**src/rtl/mem_port_arbiter_pkg.sv**
```systemverilog
// mem_arb_pkg
// Shared definitions for the memory port arbiter:
//   owner_t          - which requester owns the read data returning next cycle
//   AW_DEF/DW_DEF    - default word-address and data widths
//   STARVE_LIMIT_DEF - default lost-contention count before fetch is forced
//   word_index()     - byte address to word index (drops the byte offset)
package mem_arb_pkg;

  localparam int AW_DEF           = 12;
  localparam int DW_DEF           = 32;
  localparam int STARVE_LIMIT_DEF = 4;

  typedef enum logic [1:0] {
    OWN_NONE = 2'd0,
    OWN_I    = 2'd1,
    OWN_D    = 2'd2
  } owner_t;

  // The full shifted value is returned so callers can truncate to their own
  // address width; truncation is what makes out-of-range addresses wrap.
  function automatic logic [31:0] word_index(input logic [31:0] byte_addr);
    return byte_addr >> 2;
  endfunction

endpackage

```
**src/rtl/mem_port_arbiter_if.sv**
```systemverilog
// mem_port_arbiter_if
// Bundles the fetch port (i_*), the data port (d_*) and the memory port (m_*)
// of the arbiter.
//   slave  modport - the arbiter's view: requests and m_rdata in, grants,
//                    responses and memory controls out
//   master modport - the environment's view (pipeline stages plus RAM)
// Parameters: AW word-address width, DW data width.
interface mem_port_arbiter_if #(
  parameter int AW = 12,
  parameter int DW = 32
);

  logic          i_req;
  logic [31:0]   i_addr;
  logic          i_flush;
  logic          i_gnt;
  logic          i_rvalid;
  logic [DW-1:0] i_rdata;

  logic          d_req;
  logic          d_we;
  logic [31:0]   d_addr;
  logic [DW-1:0] d_wdata;
  logic          d_gnt;
  logic          d_rvalid;
  logic [DW-1:0] d_rdata;

  logic          m_en;
  logic          m_we;
  logic [AW-1:0] m_addr;
  logic [DW-1:0] m_wdata;
  logic [DW-1:0] m_rdata;

  modport slave (
    input  i_req, i_addr, i_flush,
    input  d_req, d_we, d_addr, d_wdata,
    input  m_rdata,
    output i_gnt, i_rvalid, i_rdata,
    output d_gnt, d_rvalid, d_rdata,
    output m_en, m_we, m_addr, m_wdata
  );

  modport master (
    output i_req, i_addr, i_flush,
    output d_req, d_we, d_addr, d_wdata,
    output m_rdata,
    input  i_gnt, i_rvalid, i_rdata,
    input  d_gnt, d_rvalid, d_rdata,
    input  m_en, m_we, m_addr, m_wdata
  );

endinterface

```
**src/rtl/mem_port_arbiter_starve_cnt.sv**
```systemverilog
// arb_starve_cnt
// Counts contention cycles that fetch has lost since its last grant and raises
// force_o once the count reaches LIMIT, so fetch cannot starve forever.
// Only part of the fairness build (macro ARB_FAIR_EN).
//   clk, reset_n - clock, asynchronous active-low reset
//   inc          - fetch lost a contention cycle
//   clr          - fetch was granted (any reason)
//   force_o      - fetch must win the next contention cycle
`ifdef ARB_FAIR_EN
module arb_starve_cnt #(
  parameter int LIMIT = 4
) (
  input  logic clk,
  input  logic reset_n,
  input  logic inc,
  input  logic clr,
  output logic force_o
);

  logic [3:0] cnt_q;

  // Saturating 4-bit counter; clear has priority because a forced fetch
  // grant is also the event that ends the starvation window.
  always_ff @(posedge clk or negedge reset_n) begin
    if (!reset_n) begin
      cnt_q <= 4'd0;
    end else if (clr) begin
      cnt_q <= 4'd0;
    end else if (inc && (cnt_q != 4'hF)) begin
      cnt_q <= cnt_q + 4'd1;
    end
  end

  assign force_o = (cnt_q == 4'(LIMIT));

endmodule
`endif

```
**src/rtl/mem_port_arbiter.sv**
```systemverilog
// mem_port_arbiter
// Shares one single-port synchronous-read RAM between the fetch port and the
// data (load/store) port. Grants are combinational in the request cycle; read
// data returns one cycle later straight from m_rdata, qualified by the owner's
// rvalid strobe.
//   clk     - rising-edge clock
//   reset_n - asynchronous active-low reset
//   bus     - mem_port_arbiter_if.slave: fetch, data and memory ports
// Build option: ARB_FAIR_EN adds the starvation counter so fetch wins one
// contention cycle after STARVE_LIMIT consecutive losses; without it data
// always wins contention.
module mem_port_arbiter
  import mem_arb_pkg::*;
#(
  parameter int AW           = AW_DEF,
  parameter int DW           = DW_DEF,
  parameter int STARVE_LIMIT = STARVE_LIMIT_DEF
) (
  input  logic                clk,
  input  logic                reset_n,
  mem_port_arbiter_if.slave   bus
);

  logic   i_gnt_c;
  logic   d_gnt_c;
  logic   force_i;
  owner_t owner_q;
  owner_t owner_d;

`ifdef ARB_FAIR_EN
  logic contention;

  assign contention = bus.i_req & bus.d_req;

  arb_starve_cnt #(
    .LIMIT (STARVE_LIMIT)
  ) u_starve_cnt (
    .clk     (clk),
    .reset_n (reset_n),
    .inc     (contention & ~i_gnt_c),
    .clr     (i_gnt_c),
    .force_o (force_i)
  );
`else
  assign force_i = 1'b0;
`endif

  // Grant selection. Data wins contention unless the starvation counter is
  // forcing fetch through. Grants are held low while in reset.
  always_comb begin
    i_gnt_c = 1'b0;
    d_gnt_c = 1'b0;
    if (reset_n) begin
      if (bus.d_req && !(bus.i_req && force_i)) begin
        d_gnt_c = 1'b1;
      end else if (bus.i_req) begin
        i_gnt_c = 1'b1;
      end
    end
  end

  // Next owner of the returning read data; stores need no response.
  always_comb begin
    owner_d = OWN_NONE;
    if (i_gnt_c) begin
      owner_d = OWN_I;
    end else if (d_gnt_c && !bus.d_we) begin
      owner_d = OWN_D;
    end
  end

  // Owner register; reset drops any pending response.
  always_ff @(posedge clk or negedge reset_n) begin
    if (!reset_n) begin
      owner_q <= OWN_NONE;
    end else begin
      owner_q <= owner_d;
    end
  end

  assign bus.i_gnt   = i_gnt_c;
  assign bus.d_gnt   = d_gnt_c;
  assign bus.m_en    = i_gnt_c | d_gnt_c;
  assign bus.m_we    = d_gnt_c & bus.d_we;
  assign bus.m_addr  = d_gnt_c ? AW'(word_index(bus.d_addr)) : AW'(word_index(bus.i_addr));
  assign bus.m_wdata = bus.d_wdata;

  // A flush kills only the fetch whose data is returning now; a fetch granted
  // in the same cycle lands in owner_q afterwards and is unaffected.
  assign bus.i_rvalid = (owner_q == OWN_I) & ~bus.i_flush;
  assign bus.d_rvalid = (owner_q == OWN_D);
  assign bus.i_rdata  = bus.m_rdata;
  assign bus.d_rdata  = bus.m_rdata;

endmodule
```
**src/flat_wrapper.sv**
```systemverilog
// flat-port wrapper written by rule: the top's interface ports become plain ports
module mem_port_arbiter_flat import mem_arb_pkg::*;
#(
  parameter int AW           = AW_DEF,
  parameter int DW           = DW_DEF,
  parameter int STARVE_LIMIT = STARVE_LIMIT_DEF
)
  (clk, reset_n, bus_i_req, bus_i_addr, bus_i_flush, bus_d_req, bus_d_we, bus_d_addr, bus_d_wdata, bus_m_rdata, bus_i_gnt, bus_i_rvalid, bus_i_rdata, bus_d_gnt, bus_d_rvalid, bus_d_rdata, bus_m_en, bus_m_we, bus_m_addr, bus_m_wdata);
  mem_port_arbiter_if #(.AW(AW), .DW(DW)) bus_i ();
  input  logic clk;
  input  logic reset_n;
  input wire logic [$bits(bus_i.i_req)-1:0] bus_i_req;
  input wire logic [$bits(bus_i.i_addr)-1:0] bus_i_addr;
  input wire logic [$bits(bus_i.i_flush)-1:0] bus_i_flush;
  input wire logic [$bits(bus_i.d_req)-1:0] bus_d_req;
  input wire logic [$bits(bus_i.d_we)-1:0] bus_d_we;
  input wire logic [$bits(bus_i.d_addr)-1:0] bus_d_addr;
  input wire logic [$bits(bus_i.d_wdata)-1:0] bus_d_wdata;
  input wire logic [$bits(bus_i.m_rdata)-1:0] bus_m_rdata;
  output wire logic [$bits(bus_i.i_gnt)-1:0] bus_i_gnt;
  output wire logic [$bits(bus_i.i_rvalid)-1:0] bus_i_rvalid;
  output wire logic [$bits(bus_i.i_rdata)-1:0] bus_i_rdata;
  output wire logic [$bits(bus_i.d_gnt)-1:0] bus_d_gnt;
  output wire logic [$bits(bus_i.d_rvalid)-1:0] bus_d_rvalid;
  output wire logic [$bits(bus_i.d_rdata)-1:0] bus_d_rdata;
  output wire logic [$bits(bus_i.m_en)-1:0] bus_m_en;
  output wire logic [$bits(bus_i.m_we)-1:0] bus_m_we;
  output wire logic [$bits(bus_i.m_addr)-1:0] bus_m_addr;
  output wire logic [$bits(bus_i.m_wdata)-1:0] bus_m_wdata;
  assign bus_i.i_req = bus_i_req;
  assign bus_i.i_addr = bus_i_addr;
  assign bus_i.i_flush = bus_i_flush;
  assign bus_i.d_req = bus_d_req;
  assign bus_i.d_we = bus_d_we;
  assign bus_i.d_addr = bus_d_addr;
  assign bus_i.d_wdata = bus_d_wdata;
  assign bus_i.m_rdata = bus_m_rdata;
  assign bus_i_gnt = bus_i.i_gnt;
  assign bus_i_rvalid = bus_i.i_rvalid;
  assign bus_i_rdata = bus_i.i_rdata;
  assign bus_d_gnt = bus_i.d_gnt;
  assign bus_d_rvalid = bus_i.d_rvalid;
  assign bus_d_rdata = bus_i.d_rdata;
  assign bus_m_en = bus_i.m_en;
  assign bus_m_we = bus_i.m_we;
  assign bus_m_addr = bus_i.m_addr;
  assign bus_m_wdata = bus_i.m_wdata;
  mem_port_arbiter #(.AW(AW), .DW(DW), .STARVE_LIMIT(STARVE_LIMIT)) u_core (.clk(clk), .reset_n(reset_n), .bus(bus_i));
endmodule
```
**config.mk**
```make
export PLATFORM = sky130hd
export DESIGN_NAME = mem_port_arbiter_flat
export DESIGN_NICKNAME = d
export VERILOG_FILES = /design/src/rtl/mem_port_arbiter_pkg.sv /design/src/rtl/mem_port_arbiter_if.sv /design/src/rtl/mem_port_arbiter_starve_cnt.sv /design/src/rtl/mem_port_arbiter.sv /design/src/flat_wrapper.sv
export SDC_FILE = /design/constraint.sdc
export NUM_CORES = 1
export LEC_CHECK = 0
export CORE_AREA = 2 2 95 97
export CTS_CLUSTER_DIAMETER = 120
export CTS_CLUSTER_SIZE = 28
export DETAILED_ROUTE_END_ITERATION = 10
export DIE_AREA = 0 0 97 99
export PLACE_DENSITY = 0.64
export SETUP_SLACK_MARGIN = 0.05
export SYNTH_ARGS = -nofsm -noshare
export SYNTH_HDL_FRONTEND = slang
export SYNTH_SLANG_ARGS = --single-unit
export TNS_END_PERCENT = 30
```
**constraint.sdc**
```tcl
create_clock -name clk -period 0.85 [get_ports clk]
set_input_delay 0.17 -clock clk [delete_from_list [all_inputs] [get_ports clk]]
set_output_delay 0.17 -clock clk [all_outputs]
set_load 0.03 [all_outputs]
```
### After elaboration in Yosys (flattened, before gate mapping)

Cells that the tools add are included.

| storage, ports and cells | value |
|---|---|
| bits in registers | 2 |
| latch bits | 0 |
| bits in writable memories | 0 |
| bits in read-only memories | 0 |
| input bits | 134 |
| logic and storage cells | 17 |
| memories kept | 0 |

| cells by class | value |
|---|---|
| $add $sub $neg | 0 |
| multipliers | 0 |
| div/mod/pow operators | 0 |
| $lt $le $gt $ge | 0 |
| equality and inequality tests | 2 |
| shift operators | 0 |
| multiplexer cells | 8 |
| bitwise operators | 4 |
| reduce and logical (&&, ||, !) cells | 2 |

Operators with widths:

| operator | count |
|---|---|
| $mux 12 | 1 |
| $mux 1 | 5 |
| $mux 2 | 2 |
| $and 1x1->1 | 2 |
| $eq 2x1->1 const B | 1 |
| $eq 2x2->1 const B | 1 |
| $logic_and 1x1->1 | 1 |
| $logic_not 1->1 | 1 |
| $not 1->1 | 1 |
| $or 1x1->1 | 1 |

### Depth between registers and ports, before layout

| logic depth | value |
|---|---|
| word-level depth | 5 |
| depth in mapped cells | 3 |
| gate-level depth less buffers | 2 |

### Least setup slack after synthesis

Ideal clock, no wire load.

| path | value |
|---|---|
| path kind | flip-flop to output port |
| start | register u_core.owner_q[1] |
| end | output port bus_i_rvalid |
| arrival time | 1.102 ns |
| data required time | 0.680 ns |
| setup slack | -0.422 ns |
| stages on the path, launching flop included | 2 |
| buffers on the path | 0 |
| cell sequence | dfrtp_1 -> nor3b_1 |

| on the way | value |
|---|---|
| longest elaborated chain between the ends | 2 |

RTL lines:

| element | RTL line | RTL |
|---|---|---|
| start, declared | mem_port_arbiter.sv:27 | `owner_t owner_q;` |
| start signal, assigned | mem_port_arbiter.sv:77 | `owner_q <= owner_d;` |
| $eq 2x1->1 | mem_port_arbiter.sv:90 | `assign bus.i_rvalid = (owner_q == OWN_I) & ~bus.i_flush;` |
| $and 1x1->1 | mem_port_arbiter.sv:90 |  |
| end, declared | flat_wrapper.sv:21 | `output wire logic [$bits(bus_i.i_rvalid)-1:0] bus_i_rvalid;` |

No other way between the ends.

### Final worst setup path

| path | value |
|---|---|
| start | input port bus_i_flush |
| end | output port bus_i_rvalid |

| on the way | value |
|---|---|
| longest elaborated chain between the ends | 2 |

RTL lines:

| element | RTL line | RTL |
|---|---|---|
| start, declared | flat_wrapper.sv:14 | `input wire logic [$bits(bus_i.i_flush)-1:0] bus_i_flush;` |
| $not 1->1 | mem_port_arbiter.sv:90 |  |
| $and 1x1->1 | mem_port_arbiter.sv:90 |  |

No other way between the ends.

==> impl_metrics.env <==
export IMPL_synth_ff_type="dfrtp_1"
export IMPL_cts_root_buf="clkbuf_8"
export IMPL_yosysTopAreaCellShare=0.7236
export IMPL_ios=248
export IMPL_p_leak_nw=0.5280
export IMPL_h_tree_depth=1
export IMPL_gp_routability_congestion=0.6601
export IMPL_final_hold_viol_count=0
export IMPL_synth_edf_count=0
export IMPL_layout_min_cycle_time_ps=1135
export IMPL_crit_fanout=1
export IMPL_regMostFlops="u_core.owner_q"
export IMPL_antenna_found_initial=0
export IMPL_holdWs_ps=179.8
export IMPL_fin_area_um2=1120
export IMPL_wl_per_cell_um=11.04
export IMPL_slew_headroom=0.8938
export IMPL_hp_class="input pin to flip-flop"
export IMPL_largest_reg_flops=2
export IMPL_cts_inserted_buffers=3
export IMPL_drv_slew=0
export IMPL_area_growth_pct=12.44
export IMPL_first_pass_iters=4
export IMPL_maxCapViolCount=0
export IMPL_ys_types=13
export IMPL_grt_max_degree=6
export IMPL_worst_setup_path_start_kind="input pin"
export IMPL_grt_pass1_wl_mm=2.918
export IMPL_yosysSeqAreaShare=0.05025
export IMPL_setup_viol=17
export IMPL_finalNonFillerCells=190
export IMPL_fin_ws_ps=-285.3
export IMPL_tightest_slew_ps=159.3
export IMPL_synth_top_area_cell="buf_4"
export IMPL_grt_overflow=0
export IMPL_final_core_util=0.1310
export IMPL_synth_area_per_cell_um2=8.300
export IMPL_yosys_top_cells_count="buf_4 (96), mux2_4 (8), mux2_2 (4), dfrtp_1 (2), nor2_1 (2)"
export IMPL_cts_buffer_depth=2
export IMPL_synthTopCellsByArea="buf_4 (72%), mux2_4 (12%), dfrtp_1 (5.0%), mux2_2 (4.5%), buf_6 (1.1%)"
export IMPL_start_util=0.1165
export IMPL_coreArea_um2=8551
export IMPL_dp_cells=182
export IMPL_grt_use_total=0.04002
export IMPL_fmax_mhz=880.8
export IMPL_ant_nets=0
export IMPL_avgViaCountPerCell=2.621
export IMPL_p_per_area_nw_per_um2=941.3
export IMPL_synth_seq_cells=2
export IMPL_setup_worst_path_end_class="output port"
export IMPL_vdd_drop_max_mv=0.2887
export IMPL_cts_tree="yes"
export IMPL_drt_iter0_markers=6
export IMPL_die_x_um=97
export IMPL_rsz0062_at_grt="yes"
export IMPL_violations="negative setup slack"
export IMPL_row_count=34
export IMPL_cp_arrival_ps=970
export IMPL_async_flop_share=1.000
export IMPL_drive_gt1_frac=0.6220
export IMPL_synth_most_common_cell="buf_4"
export IMPL_reg_top3="u_core.owner_q: 2 flops"
export IMPL_run_status="finished with violations"
export IMPL_dp_slack_ps=-1128
export IMPL_cts_sinks=2
export IMPL_antenna_cells=0
export IMPL_vias=498
export IMPL_post_route_period_util=1.336
export IMPL_synth_warnings=0
export IMPL_drc=0
export IMPL_die_h_um=99
export IMPL_dpl_instance_area_um2=914.6
export IMPL_grt_pass1_vias=555
export IMPL_fin_nets=218
export IMPL_numPortBuffers=47
export IMPL_final_setup_tns_ps=-3405
export IMPL_path_class="input pin to output port"
export IMPL_design_die_area_um2=9603
export IMPL_path_clk_slew_ps=30
export IMPL_synth_nets=254
export IMPL_netlist_area_um2=996.0
export IMPL_drt_total_wl_mm=2.097
export IMPL_cp_data_required_time_ps=680
export IMPL_synth_cells=120
export IMPL_power_mw=1.054
[final cells by class]
cell class                 count  area [µm²]
fill                         954        7431
timing repair buffer          55       596.8
multi-input combinational     21       292.8
tap                          108       135.1
sequential                     2       50.05
clock buffer                   3       41.29
inverter                       1       3.754
[timing repair]
action                     CTS  global route
cloned                       1             0
hold endpoints to repair     2             0
pin swaps                    3             4
gates resized for setup    121             8
buffers inserted             3             0
hold buffers                 1             0
setup endpoints to repair   20            18
[power by group]
group	internal (mW)	switching, mW
Sequential	0.0997	0.00432
Combinational	0.322	0.246
Clock	0.300	0.0821
[layer usage]
metal | track usage | up-vias | share of wire
li1 | - | 206 | -
met1 | 0.03623 | 212 | 0.30
met2 | 0.05876 | 42 | 0.47
met3 | 0.01348 | 38 | 0.12
met4 | 0.06067 | 0 | 0.11
met5 | 0 | - | 0
[layout by cell type, fill, tap and decap left out, types with 2 or more instances in the layout]
cell type      netlist  final
dlygate4sd2_1        0     23
mux2_4               8     12
clkbuf_8             0      3
buf_12               0      5
buf_6                1     20
nand2_8              0      2
dfrtp_1              2      2
[path summary, 6_finish.rpt]
path	start	end	slack, ps	depth (start not counted)
setup / recovery	bus_i_flush	bus_i_rvalid	-290	3
hold / removal	bus_d_we	u_core.owner_q[1]$_DFF_PN0_	180	2
max in group asynchronous	reset_n	u_core.owner_q[0]$_DFF_PN0_	310	3
min in group asynchronous	reset_n	u_core.owner_q[1]$_DFF_PN0_	420	3
[cells by family after synthesis]
group | after synthesis | synth area share
AO/OA/AOI/OAI | 1 | 0.007540
buffers and inverters | 98 | 0.7387
flip-flops | 2 | 0.05025
multiplexers | 12 | 0.1658
AND/OR/NAND/NOR | 7 | 0.03770
[critical path, cell delays in order]
cell and delay (ps):
clkdlybuf4s50_1 440, nor3b_4 200, buf_6 150
Note: power is estimated with default switching activity, not from simulation.
